==> src/rtl/fft_pkg.sv <==
// Shared defaults and state encoding for the FFT frame packer.
package fft_pkg;
  localparam int NB_D    = 16;
  localparam int LANES_D = 4;
  localparam int FRAME_D = 32;

  typedef enum logic {
    IDLE = 1'b0,
    FILL = 1'b1
  } state_t;
endpackage

==> src/rtl/cplx_vec_fifo2.sv <==
// Two-entry vector FIFO with valid/ready read side and a full flag.
module cplx_vec_fifo2 #(
  parameter int W = 8
) (
  input  logic         clk,
  input  logic         rst,
  input  logic         wvld,
  input  logic [W-1:0] wdata,
  output logic         full,
  output logic         rvld,
  input  logic         rrdy,
  output logic [W-1:0] rdata
);
  logic [W-1:0] m0, m1;
  logic         rp, wp;
  logic [1:0]   cnt;
  logic         push, pop;

  assign full  = (cnt == 2'd2);
  assign rvld  = (cnt != 2'd0);
  assign pop   = rvld && rrdy;
  // a pop frees the slot the same edge, so full+pop still takes the push
  assign push  = wvld && (!full || pop);
  assign rdata = rp ? m1 : m0;

  always_ff @(posedge clk or posedge rst) begin
    if (rst) begin
      m0  <= '0;
      m1  <= '0;
      rp  <= 1'b0;
      wp  <= 1'b0;
      cnt <= 2'd0;
    end else begin
      if (push) begin
        if (wp) m1 <= wdata;
        else    m0 <= wdata;
        wp <= ~wp;
      end
      if (pop) rp <= ~rp;
      unique case ({push, pop})
        2'b10:   cnt <= cnt + 2'd1;
        2'b01:   cnt <= cnt - 2'd1;
        default: cnt <= cnt;
      endcase
    end
  end
endmodule

==> src/rtl/fft_frame_packer.sv <==
// Packs a serial complex sample stream into LANES-wide vectors per frame.
module fft_frame_packer
  import fft_pkg::*;
#(
  parameter int NB    = NB_D,
  parameter int LANES = LANES_D,
  parameter int FRAME = FRAME_D
) (
  input  logic                CLK,
  input  logic                RST,
  input  logic                START,
  input  logic                ED,
  input  logic                INV,
  input  logic [NB-1:0]       DR,
  input  logic [NB-1:0]       DI,
  input  logic                ORDY,
  output logic [NB*LANES-1:0] OR,
  output logic [NB*LANES-1:0] OI,
  output logic                OVLD,
  output logic                OSTART,
  output logic                OLAST,
  output logic                BUSY,
  output logic                ERR,
  output logic                OVF
);
  localparam int VW = NB * LANES;
  localparam int W  = 2 * VW + 2;
  localparam int NV = FRAME / LANES;
  localparam int LW = (LANES > 1) ? $clog2(LANES) : 1;
  localparam int CW = $clog2(NV);

  state_t        state, state_n;
  logic [LW-1:0] lane, l_cur;
  logic [CW-1:0] vec, v_cur;
  logic          inv_q, inv_cur;
  logic          take, lane_end, done;
  logic [NB-1:0] s_r, s_i;
  logic [VW-1:0] sr_r, sr_i, nv_r, nv_i;
  logic [W-1:0]  wdata, rdata;
  logic          fifo_full;

  always_comb begin
    state_n  = state;
    take     = ED && (state == FILL || START);
    l_cur    = START ? '0 : lane;
    v_cur    = START ? '0 : vec;
    inv_cur  = START ? INV : inv_q;
    s_r      = inv_cur ? DI : DR;
    s_i      = inv_cur ? DR : DI;
    lane_end = take && (l_cur == LW'(LANES - 1));
    done     = lane_end && (v_cur == CW'(NV - 1));
    nv_r     = {s_r, sr_r[VW-1:NB]};
    nv_i     = {s_i, sr_i[VW-1:NB]};
    wdata    = {v_cur == '0, v_cur == CW'(NV - 1), nv_i, nv_r};
    if (START)     state_n = FILL;
    else if (done) state_n = IDLE;
  end

  always_ff @(posedge CLK or posedge RST) begin
    if (RST) begin
      state <= IDLE;
      lane  <= '0;
      vec   <= '0;
      inv_q <= 1'b0;
      ERR   <= 1'b0;
      OVF   <= 1'b0;
    end else begin
      state <= state_n;
      ERR   <= START && (state == FILL);
      OVF   <= lane_end && fifo_full && !(OVLD && ORDY);
      if (START) inv_q <= INV;
      if (take) begin
        if (lane_end) begin
          lane <= '0;
          vec  <= done ? '0 : v_cur + CW'(1);
        end else begin
          lane <= l_cur + LW'(1);
          vec  <= v_cur;
        end
      end else if (START) begin
        lane <= '0;
        vec  <= '0;
      end
    end
  end

  // old lanes shift out naturally, so an aborted partial needs no clear
  always_ff @(posedge CLK or posedge RST) begin
    if (RST) begin
      sr_r <= '0;
      sr_i <= '0;
    end else if (take) begin
      sr_r <= nv_r;
      sr_i <= nv_i;
    end
  end

  cplx_vec_fifo2 #(.W(W)) u_fifo (
    .clk   (CLK),
    .rst   (RST),
    .wvld  (lane_end),
    .wdata (wdata),
    .full  (fifo_full),
    .rvld  (OVLD),
    .rrdy  (ORDY),
    .rdata (rdata)
  );

  assign OR     = rdata[VW-1:0];
  assign OI     = rdata[2*VW-1:VW];
  assign OLAST  = rdata[2*VW];
  assign OSTART = rdata[2*VW+1];
  assign BUSY   = (state == FILL);
endmodule

==> config.mk <==
export PLATFORM = sky130hd
export DESIGN_NAME = fft_frame_packer
export DESIGN_NICKNAME = d
export VERILOG_FILES = /design/src/rtl/fft_pkg.sv /design/src/rtl/cplx_vec_fifo2.sv /design/src/rtl/fft_frame_packer.sv
export SDC_FILE = /design/constraint.sdc
export NUM_CORES = 1
export LEC_CHECK = 0
export CORE_UTILIZATION = 55
export CTS_CLUSTER_DIAMETER = 30
export DETAILED_ROUTE_END_ITERATION = 10
export GPL_TIMING_DRIVEN = 0
export PLACE_DENSITY_LB_ADDON = 0.1
export REMOVE_ABC_BUFFERS = 1
export SLEW_MARGIN = 25
export SYNTH_ARGS = -nofsm -noshare
export SYNTH_HDL_FRONTEND = slang
export SYNTH_SLANG_ARGS = --single-unit
==> constraint.sdc <==
create_clock -name CLK -period 34.2 [get_ports CLK]
set_clock_uncertainty 0.05 [all_clocks]
set_input_delay 3.42 -clock CLK [delete_from_list [all_inputs] [get_ports CLK]]
set_output_delay 3.42 -clock CLK [all_outputs]
set_load 0.02 [all_outputs]
**Word level (Yosys, flattened, before mapping)**

Cells that the tools add are included.

- Bits of input ports: 38
- Register bits after elaboration: 401
- Output and inout bits: 134
- Word-level logic and storage cells: 56

- Muxes and demuxes: 14
- Add/sub/neg operators: 4
- Bitwise logic cells: 2
- Reduce and logical (&&, ||, !) cells: 18
- Equality and inequality tests: 5

Operators with widths:

| cell | count |
|---|---|
| 130-bit two-way mux | 1 |
| 16-bit two-way mux | 2 |
| 3-bit two-way mux | 4 |
| 1-bit logical AND | 8 |
| 2-bit == test (second input constant) | 3 |
| 2-bit two-way mux | 3 |
| 2-bit nonzero test | 3 |
| 2-bit by 1-bit adder with 2-bit output (second input constant) | 2 |
| 2-bit case mux with 2 select lines | 1 |
| 2-bit AND reduction | 2 |
| 3-bit by 1-bit adder with 3-bit output (second input constant) | 1 |
| 3-bit == test (second input constant) | 1 |
| 3-bit logical NOT | 1 |
| 1-bit two-way mux | 3 |
| 2-bit by 1-bit == test with 1-bit output (second input constant) | 1 |
| 1-bit logical NOT | 2 |
| 1-bit logical OR | 2 |
| 1-bit inverter | 2 |
| 2-bit by 1-bit subtractor with 2-bit output (second input constant) | 1 |

**Longest topological paths before layout**

- Depth in word-level cells: 7
- Mapped depth: 9
- Mapped depth without buffers: 8

**Modules after synthesis**

Synthesis repeated with hierarchy kept, for this count alone.

- Cell total of the unflattened synthesis: 999
- Area, all modules: 16827.4 µm²

By module, submodules not included:

| module | seq. area each (µm²) | area an instance (µm²) | times used | cells an instance |
|---|---|---|---|---|
| cplx_vec_fifo2 | 6606.3 | 12320.6 | 1 | 720 |
| fft_frame_packer | 2627.5 | 4506.8 | 1 | 279 |

**Worst setup path after synthesis**

OpenSTA, ideal clock, no wires.

- Path type: input -> register
- From: input START
- To: register u_fifo.m0[0]
- Slack: 29008 ps
- Library setup time: 125 ps
- Cell stages on the path: 8
- Arrival time: 5017 ps
- Data required time: 34025 ps
- Buffers on the path: 3
- Path through: buf_4 nor2b_1 ha_1 o211ai_1 nor3b_4 buf_6 buf_6 mux2_4

- Cells in the longest elaborated chain, start to end: 5
- Elaborated cells on any way between the ends: 7
- Classes of those cells: 1 x eq/ne; 1 x mux; 5 x reduce/logical

RTL lines:

| element | RTL line | text |
|---|---|---|
| start, declared | fft_frame_packer.sv:11 | `input logic START,` |
| 2-bit two-way mux / 1-bit logical OR (equally long branches) | n/a |  |
| 2-bit == test / 1-bit logical AND (equally long branches) | fft_frame_packer.sv:50, fft_frame_packer.sv:44 |  |
| 1-bit logical AND * | fft_frame_packer.sv:50 | `lane_end = take && (l_cur == LW'(LANES - 1));` |
| 1-bit logical AND * | cplx_vec_fifo2.sv:23 | `assign push = wvld && (!full \|\| pop);` |
| 2-bit AND reduction (no line) * | n/a |  |
| end signal, assigned | cplx_vec_fifo2.sv:36 | `else m0 <= wdata;` |
| end, declared | cplx_vec_fifo2.sv:14 | `logic [W-1:0] m0, m1;` |

Mark *: on every way between the ends. The rest lies on a longest branch, timed or not.
A chain may end at the register's enable or synchronous reset.

**Worst setup path after layout**

- From: register u_fifo.rp
- To: output OI[44]

- Cells in the longest elaborated chain, start to end: 1

RTL lines:

| element | RTL line | text |
|---|---|---|
| start, declared | cplx_vec_fifo2.sv:15 | `logic rp, wp;` |
| start signal, assigned | cplx_vec_fifo2.sv:39 | `if (pop) rp <= ~rp;` |
| 130-bit two-way mux | cplx_vec_fifo2.sv:24 | `assign rdata = rp ? m1 : m0;` |
| end, declared | fft_frame_packer.sv:18 | `output logic [NB*LANES-1:0] OI,` |

Every way passes these cells.

==> summary.txt <==
Synth
  • Post-Syn Area: 16,200 µm²
  • Share of the synthesized area in the top cell type: 0.571
  • Commonest cells post-synth: 369 x dfrtp_1, 321 x mux2_2, 100 x mux2_4
  • Yosys cell types: 30
  • Synthesized flop and latch total: around 370
  • Synth warnings: 0
  • Synth area leader: dfrtp_1
  • Average cell area after synthesis: 16.3 µm²
  • Seq/Total Area, Yosys: 0.571
  • Top-count cell post-synth: dfrtp_1
  • Post-synth EDFFs: 0
  • Mapped Cells: 990
  • Dominant cells by area after synthesis: dfrtp_1 57%, mux2_2 22%, mux2_4 9.3%
  • Post-synthesis async set-or-reset flop share: 1.00
  • Synth Flop Type: dfrtp_1

Routing
  • Antenna viol nets, final: 0
  • WL per Instance: 19.3 µm
  • Vias: 8,840
  • Vias per cell: 5.33
  • Remaining DRCs: 0
  • WL final: approximately 32,000 µm
  • Drt first-iter violations: 349
  • Pre-antenna DRT Iters: 4

Power
  • Worst VDD drop: 56.5 µV
  • Pwr/cell area: 87.4 nW/µm²
  • Leak: 10.1 nW

Layout
  • Finished layout cell area: 21,400 µm²
  • Final Instance Count excl. Fillers: 1,657
  • Fraction of layout cells with a size suffix above 1: 0.465
  • Nets: between 1,000 and 1,500
  • Syn-to-layout area delta: 32.4%
  • Antenna cells: 0
  • Layout Utilization: 0.744
  • # fillers: 1,774

Placement
  • IO buf count: 171
  • Post-DP Area: 18,600 µm²
  • GPL Wtd Cong: 0.682
  • Dpl hpwl: 19,400 µm
  • Placed Cells: between 1,500 and 2,000

Critical path
  • Worst-path maximum fanout: 36
  • Critical path class: flop to primary output
  • Worst EP arrival: a little under 3000 ps
  • Crit path launch type: flop
  • CP required: 30,730 ps
  • CP Capture Type: primary output

Floorplan
  • Rows: 62
  • Die area: 30,100 µm²
  • Core Area: 28,800 µm²
  • I/O pin cnt: 172
  • Die Y: around 170 µm
  • Die W: 173 µm
  • Initial core utilization: 0.562

Global routing
  • Largest net degree at the start of global routing: 90
  • Total GRT Usage: 0.222
  • First-pass GRT wire length: 53,400 µm
  • Vias in the first global route: 10,019
  • Initial antenna violation count: 0
  • Gr ovfl total: 0

Clock tree
  • TritonCTS buffer count: 76
  • H-tree Lvls: 3
  • Total clock sinks: about 370
  • CTS tree: built
  • # hold bufs at CTS: 0
  • Setup Buffers After CTS: 0
  • Clock latency on the worst-skew pair: between 500 and 600 ps
  • Clock root cell: clkbuf_16
  • Clock slew at reported path FFs: 50 ps
  • Clock Tree Buf Depth: 3
  • CTS resizes: 0

Status
  • Status: finished, final reports clean

Timing
  • Slew Limit Fails: 0
  • Max Freq: 156 MHz
  • Final setup violation count: 0
  • Final count of hold timing violations: 0
  • Final worst path period share: 0.187
  • Headroom to the max-slew limit: 0.510
  • Hold Slack: approximately 430 ps
  • Worst slew pin tran: approximately 730 ps
  • Final TNS setup: 0 ps
  • Min Tclk post-route: 6400 ps
  • RSZ-0062 raised after global routing: no

Flow run
  • Max Cap Viol: 0

Worst hold path
  • Type of the most critical hold path: flop to flop
-- logic make-up (layout without fill, tap and decap cells) --
| group | after synthesis | in the layout | share of synthesized area |
|---|---|---|---|
| AO/OA/AOI/OAI | 8 | 8 | 0.00333 |
| XOR/XNOR | 6 | 6 | 0.00325 |
| adder cells (fa/ha/maj) | 5 | 5 | 0.00387 |
| buffers and inverters | 61 | 344 | 0.0243 |
| flip-flops | 369 | 369 | 0.571 |
| multiplexers | 519 | 519 | 0.385 |
| AND/OR/NAND/NOR | 22 | 22 | 0.00883 |
-- state kept, by name, summed over array words and instances, names as in the netlist --
signal / cells
vec: 3
lane: 2
u_fifo.rp: 1
BUSY: 1
ERR: 1
sr_r: 48
sr_i: 48
u_fifo.cnt: 2
inv_q: 1
u_fifo.m1: 130
u_fifo.wp: 1
OVF: 1
u_fifo.m0: 130
-- where the power goes --
group,total (mW),switching [mW],internal [mW]
Combinational,0.464,0.192,0.272
Sequential,0.619,0.0756,0.544
Clock,0.787,0.239,0.547
Total,1.87,0.507,1.36
-- path summary, 6_finish.rpt --
check | start | endpoint | slack (ps) | depth (start not counted)
min in group asynchronous | RST | u_fifo.m1[35] | 3220 | 2
hold / removal | u_fifo.m1[65] | u_fifo.m1[65] | 430 | 1
hold reg to reg | u_fifo.m1[65] | u_fifo.m1[65] | 430 | 1
max in group asynchronous | RST | u_fifo.rp | 29700 | 4
setup / recovery | u_fifo.rp | OI[44] | 27800 | 4
setup reg to reg | lane[0] | u_fifo.m0[111] | 31240 | 11
-- metal layers --
| metal | share of wire | track usage |
|---|---|---|
| met1 | 0.44 | 0.285 |
| met2 | 0.49 | 0.366 |
| met3 | 0.049 | 0.0561 |
| met4 | 0.022 | 0.0804 |
| met5 | 0 | 0 |
-- stage by stage --
stage / power, mW / setup WS, ps
2_1_floorplan: 0.906 / 20480
3_3_place_gp: 1.08 / 16000
3_5_place_dp: 1.09 / 27320
4_1_cts: 1.89 / 27760
5_1_grt: 1.95 / 27700
6_report: 1.87 / 27800
-- layout by cell type, fill, tap and decap left out, types with 3 or more instances in the layout --
cell               n
dfrtp_1          368
mux2_2           321
clkdlybuf4s50_1  171
mux2_4           100
mux2_1            97
clkbuf_16         79
bufinv_16         14
buf_16            12
buf_6             11
clkbuf_8           9
clkinv_2           9
clkbuf_1           7
buf_8              7
clkinvlp_4         6
nor2b_1            5
ha_1               5
inv_6              5
clkinv_4           5
xnor2_1            4
o21ai_0            4
inv_1              3
nand2b_1           3
nand2_1            3
buf_12             3
-- layout make-up --
| class | count | area [µm²] | area share |
|---|---|---|---|
| clock buffer | 95 | 2130 | 0.0994 |
| clock inverter | 41 | 638 | 0.0298 |
| inverter | 4 | 22.5 | 0.00105 |
| multi-input combinational | 560 | 6560 | 0.307 |
| sequential | 369 | 9240 | 0.432 |
| tap | 384 | 480 | 0.0225 |
| timing repair buffer | 204 | 2330 | 0.109 |
-- critical path, stage by stage (launching register included) --
cell,delay (ps)
dfrtp_4,830
buf_12,310
buf_12,240
mux2_2,360
clkdlybuf4s50_1,590
No activity file was read; power rests on OpenSTA's default activity.
